## config.mk

```make
export PLATFORM = sky130hd
export DESIGN_NAME = score_tracker_flat
export DESIGN_NICKNAME = d
export VERILOG_FILES = /design/src/rtl/score_tracker_pkg.sv /design/src/rtl/score_tracker_if.sv /design/src/rtl/score_tracker_popcount12.sv /design/src/rtl/score_tracker.sv /design/src/flat_wrapper.sv
export SDC_FILE = /design/constraint.sdc
export NUM_CORES = 1
export LEC_CHECK = 0
export BUFFER_PORTS_ARGS = -buffer_cell sky130_fd_sc_hd__buf_2
export CORE_MARGIN = 5
export CORE_UTILIZATION = 40
export CTS_CLUSTER_DIAMETER = 120
export CTS_CLUSTER_SIZE = 40
export DETAILED_ROUTE_END_ITERATION = 10
export GPL_TIMING_DRIVEN = 0
export PLACE_DENSITY = 0.72
export REMOVE_ABC_BUFFERS = 1
export SETUP_SLACK_MARGIN = 0.02
export SLEW_MARGIN = 25
export SYNTH_ARGS = -nofsm -noshare
export SYNTH_HDL_FRONTEND = slang
export SYNTH_SLANG_ARGS = --single-unit
```

## constraint.sdc

```tcl
create_clock -name clock -period 14.86 [get_ports clock]
set_clock_uncertainty 0.15 [all_clocks]
set_input_delay 2.229 -clock clock [delete_from_list [all_inputs] [get_ports clock]]
set_output_delay 2.229 -clock clock [all_outputs]
set_load 0.005 [all_outputs]
```

## src/rtl/score_tracker_pkg.sv

```systemverilog
// Shared constants, state encoding and bit-count helpers for the level scoring path.
// The win/lives checker imports this package so both blocks count keys the same way.
package score_tracker_pkg;

  localparam int WIDTH     = 12;
  localparam int NUM_STEPS = 6;
  localparam int SCORE_W   = 5;
  localparam int STEP_W    = 3;
  localparam int HITS_W    = $clog2(WIDTH + 1);

  typedef logic [WIDTH-1:0]   code_t;
  typedef logic [STEP_W-1:0]  step_t;
  typedef logic [SCORE_W-1:0] score_t;
  typedef logic [HITS_W-1:0]  hits_t;

  typedef enum logic [1:0] {
    IDLE = 2'd0,
    PLAY = 2'd1,
    DONE = 2'd2
  } state_t;

  localparam step_t LAST_STEP = step_t'(NUM_STEPS - 1);

  function automatic hits_t popcount(input code_t value);
    hits_t n;
    n = '0;
    for (int i = 0; i < WIDTH; i++) begin
      n = n + hits_t'(value[i]);
    end
    return n;
  endfunction

  // The sum is formed one bit wider so a carry out of SCORE_W means "clamp to max".
  function automatic score_t sat_add(input score_t score, input hits_t hits);
    logic [SCORE_W:0] sum;
    sum = (SCORE_W + 1)'(score) + (SCORE_W + 1)'(hits);
    return sum[SCORE_W] ? '1 : sum[SCORE_W-1:0];
  endfunction

endpackage

```

## src/rtl/score_tracker_if.sv

```systemverilog
// Scoring interface between the keyboard/beat timing side and the score tracker.
// master drives the beat/key stimulus and level codes; slave is the tracker itself.
interface score_tracker_if;
  import score_tracker_pkg::*;

  logic   start;
  logic   beat_tick;
  code_t  keys;
  code_t  level_code1;
  code_t  level_code2;
  code_t  level_code3;
  code_t  level_code4;
  code_t  level_code5;
  code_t  level_code6;

  code_t  current_code;
  step_t  step;
  logic   busy;
  score_t input_score;
  logic   score_valid;

  modport master (
    output start, beat_tick, keys,
    output level_code1, level_code2, level_code3,
    output level_code4, level_code5, level_code6,
    input  current_code, step, busy, input_score, score_valid
  );

  modport slave (
    input  start, beat_tick, keys,
    input  level_code1, level_code2, level_code3,
    input  level_code4, level_code5, level_code6,
    output current_code, step, busy, input_score, score_valid
  );

endinterface

```

## src/rtl/score_tracker_popcount12.sv

```systemverilog
// Combinational 12-bit ones counter (popcount12); reused by the win/lives checker.
module score_tracker_popcount12
  import score_tracker_pkg::*;
(
  input  code_t value,
  output hits_t count
);

  assign count = popcount(value);

endmodule

```

## src/rtl/score_tracker.sv

```systemverilog
// Plays the six level codes beat by beat, scores correctly pressed keys per beat
// and presents a saturating score with a one-cycle score_valid at level end.
module score_tracker
  import score_tracker_pkg::*;
(
  input logic            clock,
  input logic            resetn,
  score_tracker_if.slave bus
);

  state_t state_q, state_d;
  step_t  step_q, step_d;
  code_t  capture_q, capture_d;
  score_t score_q, score_d;
  code_t  current_code_q, current_code_d;

  code_t  codes [NUM_STEPS];
  code_t  code_now;
  code_t  code_next;
  code_t  hit_mask;
  hits_t  hits;

  assign codes[0] = bus.level_code1;
  assign codes[1] = bus.level_code2;
  assign codes[2] = bus.level_code3;
  assign codes[3] = bus.level_code4;
  assign codes[4] = bus.level_code5;
  assign codes[5] = bus.level_code6;

  // Keys pressed in the tick cycle itself still count towards that beat.
  assign code_now = (step_q < LAST_STEP + step_t'(1)) ? codes[step_q] : '0;
  assign hit_mask = (capture_q | bus.keys) & code_now;

  score_tracker_popcount12 u_popcount (
    .value (hit_mask),
    .count (hits)
  );

  always_comb begin
    // NOTE: every target gets a default before the case so no path infers a latch.
    state_d   = state_q;
    step_d    = step_q;
    capture_d = capture_q;
    score_d   = score_q;

    unique case (state_q)
      IDLE: begin
        if (bus.start) begin
          state_d   = PLAY;
          step_d    = '0;
          capture_d = '0;
          score_d   = '0;
        end
      end
      PLAY: begin
        if (bus.beat_tick) begin
          score_d   = sat_add(score_q, hits);
          capture_d = '0;
          if (step_q == LAST_STEP) begin
            state_d = DONE;
          end else begin
            step_d = step_q + step_t'(1);
          end
        end else begin
          capture_d = capture_q | bus.keys;
        end
      end
      DONE: begin
        state_d = IDLE;
      end
      default: begin
        state_d = IDLE;
      end
    endcase
  end

  // current_code is registered from the next step so it moves on the same edge as step.
  assign code_next      = (step_d < LAST_STEP + step_t'(1)) ? codes[step_d] : '0;
  assign current_code_d = (state_d == PLAY) ? code_next : '0;

  always_ff @(posedge clock) begin
    // NOTE: state registers use non-blocking assignments so all of them update together.
    if (resetn) begin
      state_q        <= IDLE;
      step_q         <= '0;
      capture_q      <= '0;
      score_q        <= '0;
      current_code_q <= '0;
    end else begin
      state_q        <= state_d;
      step_q         <= step_d;
      capture_q      <= capture_d;
      score_q        <= score_d;
      current_code_q <= current_code_d;
    end
  end

  assign bus.busy         = (state_q == PLAY);
  assign bus.score_valid  = (state_q == DONE);
  assign bus.step         = step_q;
  assign bus.input_score  = score_q;
  assign bus.current_code = current_code_q;

endmodule

```

## src/flat_wrapper.sv

```systemverilog
// flat-port wrapper written by rule: the top's interface ports become plain ports
module score_tracker_flat import score_tracker_pkg::*;
  (clock, resetn, bus_start, bus_beat_tick, bus_keys, bus_level_code1, bus_level_code2, bus_level_code3, bus_level_code4, bus_level_code5, bus_level_code6, bus_current_code, bus_step, bus_busy, bus_input_score, bus_score_valid);
  score_tracker_if bus_i ();
  input logic clock;
  input logic resetn;
  input wire logic [$bits(bus_i.start)-1:0] bus_start;
  input wire logic [$bits(bus_i.beat_tick)-1:0] bus_beat_tick;
  input wire logic [$bits(bus_i.keys)-1:0] bus_keys;
  input wire logic [$bits(bus_i.level_code1)-1:0] bus_level_code1;
  input wire logic [$bits(bus_i.level_code2)-1:0] bus_level_code2;
  input wire logic [$bits(bus_i.level_code3)-1:0] bus_level_code3;
  input wire logic [$bits(bus_i.level_code4)-1:0] bus_level_code4;
  input wire logic [$bits(bus_i.level_code5)-1:0] bus_level_code5;
  input wire logic [$bits(bus_i.level_code6)-1:0] bus_level_code6;
  output wire logic [$bits(bus_i.current_code)-1:0] bus_current_code;
  output wire logic [$bits(bus_i.step)-1:0] bus_step;
  output wire logic [$bits(bus_i.busy)-1:0] bus_busy;
  output wire logic [$bits(bus_i.input_score)-1:0] bus_input_score;
  output wire logic [$bits(bus_i.score_valid)-1:0] bus_score_valid;
  assign bus_i.start = bus_start;
  assign bus_i.beat_tick = bus_beat_tick;
  assign bus_i.keys = bus_keys;
  assign bus_i.level_code1 = bus_level_code1;
  assign bus_i.level_code2 = bus_level_code2;
  assign bus_i.level_code3 = bus_level_code3;
  assign bus_i.level_code4 = bus_level_code4;
  assign bus_i.level_code5 = bus_level_code5;
  assign bus_i.level_code6 = bus_level_code6;
  assign bus_current_code = bus_i.current_code;
  assign bus_step = bus_i.step;
  assign bus_busy = bus_i.busy;
  assign bus_input_score = bus_i.input_score;
  assign bus_score_valid = bus_i.score_valid;
  score_tracker u_core (.clock(clock), .resetn(resetn), .bus(bus_i));
endmodule
```

# [Word-level counts from Yosys, hierarchy flattened]
# Cells that the tools add are included.
[word_totals] register_bits=34 input_bits=88 output_inout_bits=22 elab_cells=61
[classes] addsub=13 n_lt_le_gt_ge=4 n_eq_ne=6 muxes=22 n_bitwise=6 n_reduce_logical=5
[ops] operator="12-bit two-way mux" n=7
[ops] operator="12-bit binary-select mux with 3-bit select" n=2
[ops] operator="4-bit by 1-bit adder with 4-bit output" n=8
[ops] operator="12-bit one-hot mux with 2 select lines" n=1
[ops] operator="5-bit two-way mux" n=3
[ops] operator="12-bit bitwise AND" n=1
[ops] operator="12-bit bitwise OR" n=1
[ops] operator="5-bit one-hot mux with 2 select lines" n=1
[ops] operator="3-bit two-way mux" n=3
[ops] operator="4-bit >= comparator, second input constant" n=2
[ops] operator="3-bit NOT with 4-bit output" n=2
[ops] operator="5-bit by 4-bit adder with 6-bit output" n=1
[ops] operator="3-bit less-than comparator, second input constant" n=2
[ops] operator="2-bit two-way mux" n=3
[ops] operator="3-bit one-hot mux with 2 select lines" n=1
[ops] operator="3-bit by 1-bit adder with 4-bit output" n=1
[ops] operator="2-bit by 1-bit equality test with 1-bit output, second input constant" n=2
[ops] operator="2-bit inequality test, second input constant" n=2
[ops] operator="2-bit one-hot mux with 2 select lines" n=1
[ops] operator="2-bit by 1-bit adder with 3-bit output" n=1
[ops] operator="3-bit by 1-bit adder with 3-bit output, second input constant" n=1
[ops] operator="3-bit equality test, second input constant" n=1
[ops] operator="3-bit AND reduction" n=1
[ops] operator="3-bit OR reduction" n=1
[ops] operator="other kinds (6)" n=7

# [Longest topological paths before layout]
[logic_depth] ltp_word=21 mapped_depth=20 depth_no_buf=18

# [Modules after synthesis]
# Synthesis repeated with hierarchy kept, for this count alone.
[hier_totals] hier_cells=377 hier_area_um2=3083.0
[modules_own_cells] mod="score_tracker" n_inst=1 cells_per_inst=344 area_each_um2=2802.7 seq_area_each_um2=680.7
[modules_own_cells] mod="score_tracker_popcount12" n_inst=1 cells_per_inst=33 area_each_um2=280.3 seq_area_each_um2=0.0

# [Worst setup path before layout]
# Ideal clock, no wire load.
[synth_path] kind="input port to flip-flop" startpoint="in bus_level_code6[1]" endpoint="reg u_core.score_q[4], in the netlist u_core.bus.input_score[4]" setup_ns=0.117 arrival_time_ns=6.586 t_required_ns=14.593 setup_slack_ns=8.008 stages=18 path_buffers=0 cell_sequence="mux4_2 nand2_1 o21ai_0 o21ai_0 fa_1 fa_1 fa_1 inv_1 fa_1 inv_1 fa_1 fa_1 nand2b_1 a21oi_1 nor2_1 xor2_1 nand3b_1 a22o_1"
[synth_between] elab_chain_len=20
[synth_lines] element="start: declaration" line="flat_wrapper.sv:15" rtl="input wire logic [$bits(bus_i.level_code6)-1:0] bus_level_code6;"
[synth_lines] element="12-bit binary-select mux with 3-bit select" line="score_tracker.sv:31" rtl="assign code_now = (step_q < LAST_STEP + step_t'(1)) ? codes[step_q] : '0;"
[synth_lines] element="12-bit two-way mux (not written as such) (2 in a row)" line="score_tracker.sv:31"
[synth_lines] element="12-bit two-way mux" line="score_tracker.sv:31"
[synth_lines] element="12-bit bitwise AND" line="score_tracker.sv:32" rtl="assign hit_mask = (capture_q | bus.keys) & code_now;"
[synth_lines] element="1-bit by 1-bit adder with 2-bit output" line="score_tracker_pkg.sv:28" rtl="n = n + hits_t'(value[i]);"
[synth_lines] element="2-bit by 1-bit adder with 3-bit output" line="score_tracker_pkg.sv:28"
[synth_lines] element="3-bit by 1-bit adder with 4-bit output" line="score_tracker_pkg.sv:28"
[synth_lines] element="4-bit by 1-bit adder with 4-bit output (8 in a row)" line="score_tracker_pkg.sv:28"
[synth_lines] element="5-bit by 4-bit adder with 6-bit output" line="score_tracker_pkg.sv:36" rtl="sum = (SCORE_W + 1)'(score) + (SCORE_W + 1)'(hits);"
[synth_lines] element="5-bit two-way mux" line="score_tracker_pkg.sv:37" rtl="return sum[SCORE_W] ? '1 : sum[SCORE_W-1:0];"
[synth_lines] element="5-bit two-way mux" line="score_tracker.sv:56" rtl="if (bus.beat_tick) begin"
[synth_lines] element="5-bit one-hot mux with 2 select lines" line="score_tracker.sv:46" rtl="unique case (state_q)"
[synth_lines] element="end signal: assignment" line="score_tracker.sv:93" rtl="score_q <= score_d;"
[synth_lines] element="end: declaration" line="score_tracker.sv:14" rtl="score_t score_q, score_d;"
# No other way between the ends. The select of a mux whose other input is x is not followed.
# A chain may end at the register's enable or synchronous reset.

# [Final worst setup path]
[layout_path] startpoint="in bus_level_code2[1]" endpoint="reg u_core.score_q[4], in the netlist u_core.bus.input_score[4]"
[layout_between] elab_chain_len=20
[layout_lines] element="start: declaration" line="flat_wrapper.sv:11" rtl="input wire logic [$bits(bus_i.level_code2)-1:0] bus_level_code2;"
[layout_lines] element="12-bit binary-select mux with 3-bit select" line="score_tracker.sv:31"
[layout_lines] element="12-bit two-way mux (not written as such) (2 in a row)" line="score_tracker.sv:31"
[layout_lines] element="12-bit two-way mux" line="score_tracker.sv:31"
[layout_lines] element="12-bit bitwise AND" line="score_tracker.sv:32"
[layout_lines] element="1-bit by 1-bit adder with 2-bit output" line="score_tracker_pkg.sv:28"
[layout_lines] element="2-bit by 1-bit adder with 3-bit output" line="score_tracker_pkg.sv:28"
[layout_lines] element="3-bit by 1-bit adder with 4-bit output" line="score_tracker_pkg.sv:28"
[layout_lines] element="4-bit by 1-bit adder with 4-bit output (8 in a row)" line="score_tracker_pkg.sv:28"
[layout_lines] element="5-bit by 4-bit adder with 6-bit output" line="score_tracker_pkg.sv:36"
[layout_lines] element="5-bit two-way mux" line="score_tracker_pkg.sv:37"
[layout_lines] element="5-bit two-way mux" line="score_tracker.sv:56"
[layout_lines] element="5-bit one-hot mux with 2 select lines" line="score_tracker.sv:46"
# No other way between the ends. The select of a mux whose other input is x is not followed.

==> flow_summary.json <==
{
  "cts_resized": 0,
  "period_minus_slack_ps": 6945,
  "leakage_nw": 1.709,
  "synth_warnings": 0,
  "register_area_sq_um": 683.2,
  "die_area_sq_um": 8648,
  "layout_commonest_cell": "buf_2",
  "slew_violations": 0,
  "grt_pass1_wl_um": 12300,
  "ys_types": 40,
  "dp_hpwl_um": 6212,
  "fin_nets": 500,
  "antenna_cells": 0,
  "outcome": "finished, final reports clean",
  "synth_edf_count": 0,
  "drive_above_1_share_pct": 36.55,
  "utilization_pct": 50.76,
  "rsz0062_at_grt": "no",
  "critPathCaptureType": "register",
  "yosysSeqAreaShare_pct": 24.70,
  "fillers": 657,
  "vias": 2598,
  "async_flop_share_pct": 0,
  "grt_pass1_vias": 2660,
  "vdd_drop_max_v": 0.00005814,
  "worst_pin_slew_ps": 899.0,
  "cts_buffer_depth": 2,
  "fp.dieH_um": 93.00,
  "die_w_um": 93.00,
  "post_cts_buffers": 0,
  "synth_area_per_cell_sq_um": 9.371,
  "area_delta_synth_final_pct": 24.48,
  "synthFlopType": "dfxtp_1",
  "setup_violations": 0,
  "cp.required_ps": 14880,
  "crit_type": "input port to register",
  "postRouteAntennaNets": 0,
  "start_util_pct": 40.78,
  "power_density_nw_per_um2": 83.19,
  "h-tree-depth": 2,
  "power_mw": 0.2853,
  "hold_class": "register to register",
  "ys_ff_latch": 34,
  "netlist_area_sq_um": 2755,
  "antenna_found_initial": 0,
  "multi_input_area_sq_um": 1953,
  "drt-initial-drc-count": 77,
  "io_pins": 110,
  "slew_headroom_pct": 39.74,
  "fmax_ghz": 0.1440,
  "io_buffers": 109,
  "path_clk_slew_ps": 70,
  "clock_latency_ps": 280,
  "gp_congestion": 0.8227,
  "remaining_drc_errors": 0,
  "cts-buffers-inserted": 5,
  "fin_crit_sh_pct": 46.74,
  "cts_sinks": 34,
  "cts_tree": "yes",
  "worstPathMaxFanout": 2,
  "tns_ps": 0,
  "avgRoutedWirePerCell_um": 16.23,
  "syn_inst": 294,
  "hold_viol_final": 0,
  "firstDrtPassIters": 4,
  "start_kind": "input port",
  "cts.root.buffer_cell": "clkbuf_8",
  "holdBufCountCts": 0,
  "rows": 30,
  "mostFrequentLayoutCells": "buf_2, mux2i_1, nor2_1",
  "core_sq_um": 6756,
  "max_cap_violations": 0,
  "grt_max_degree": 36,
  "wl_um": 7694,
  "crit_arrival_ps": 6970,
  "post_drt_via_cell_ratio": 5.481,
  "grt_overflow_total": 0,
  "grt_usage_pct": 17.61
}
==> state kept, by name (all words and copies together), names as in the netlist <==
name / flops
u_core.bus.current_code: 12
u_core.capture_q: 12
u_core.bus.input_score: 5
u_core.bus.step: 3
u_core.state_q: 2
==> cells in the mapped netlist (8+ instances only) <==
cell type | number | share of area [%]
nor2_1 | 33 | 4.5
a22oi_1 | 12 | 3.3
o22ai_1 | 11 | 2.5
clkbuf_1 | 9 | 1.2
o21ai_0 | 22 | 4.0
dfxtp_1 | 34 | 25
nand2_1 | 17 | 2.3
ha_1 | 11 | 5.0
mux2i_1 | 42 | 15
o21a_1 | 10 | 2.7
inv_1 | 12 | 1.6
mux4_2 | 14 | 11
fa_1 | 8 | 5.8
==> layout make-up <==
type	count	area share, %
clock buffer	7	2.517
clock inverter	1	0.1459
timing repair buffer	110	16.13
multi-input combinational	229	56.95
tap	80	2.919
inverter	13	1.423
sequential	34	19.92
==> path summary, 6_finish.rpt <==
check | from | end | slack (ps) | cells after the start
setup reg to reg | u_core.bus.step[0] | u_core.bus.input_score[4] | 9170 | 18
hold reg to reg | u_core.capture_q[4] | u_core.capture_q[4] | 350 | 2
hold / removal | u_core.capture_q[4] | u_core.capture_q[4] | 350 | 2
setup / recovery | bus_level_code2[1] | u_core.bus.input_score[4] | 7910 | 19
==> metal layers <==
metal	global-route usage, %	vias up	part of all wire, %
li1	-	1278	-
met1	21.66	1217	42
met2	30.29	88	50
met3	4.183	15	6.0
met4	5.739	0	2.3
met5	0	-	0
==> power breakdown <==
group	switching (mW)	internal (mW)	total, mW
clock	0.0327	0.0374	0.0701
sequential	0.00521	0.0968	0.102
combinational	0.0565	0.0567	0.113
total	0.0944	0.191	0.285
==> logic make-up (layout without fill, tap and decap cells) <==
logic type / after synthesis / after routing / synth area share (%)
simple gates: 77 / 77 / 13.85
compound gates: 73 / 73 / 17.26
mux: 59 / 59 / 28.06
flops: 34 / 34 / 24.70
buf+inv: 31 / 131 / 4.995
fa+ha+maj: 19 / 19 / 10.81
xor+xnor: 1 / 1 / 0.3180
==> per-stage QoR <==
stage	cell area, sq um	hold WS (ps)	worst slack (ps)	instances
6_report	3430	350.7	7915	474
3_5_place_dp	3331	341.9	7592	466
2_1_floorplan	2666	321.6	8005	276
5_1_grt	3430	370.5	7616	474
3_3_place_gp	3312	332.9	7616	465
4_1_cts	3422	356.9	7885	474
==> worst max-delay path: stages <==
cell      delay [ps]
buf_2            110
mux4_2           450
nand2_1           80
o21ai_0          110
o21ai_0          160
fa_1             490
fa_1             500
fa_1             540
inv_1             60
fa_1             530
inv_1             50
fa_1             450
fa_1             390
nand2b_1         180
a21oi_1          150
nor2_1            60
xor2_1           120
nand3b_1          80
a22o_1           210
Note: power is estimated with default switching activity, not from simulation.
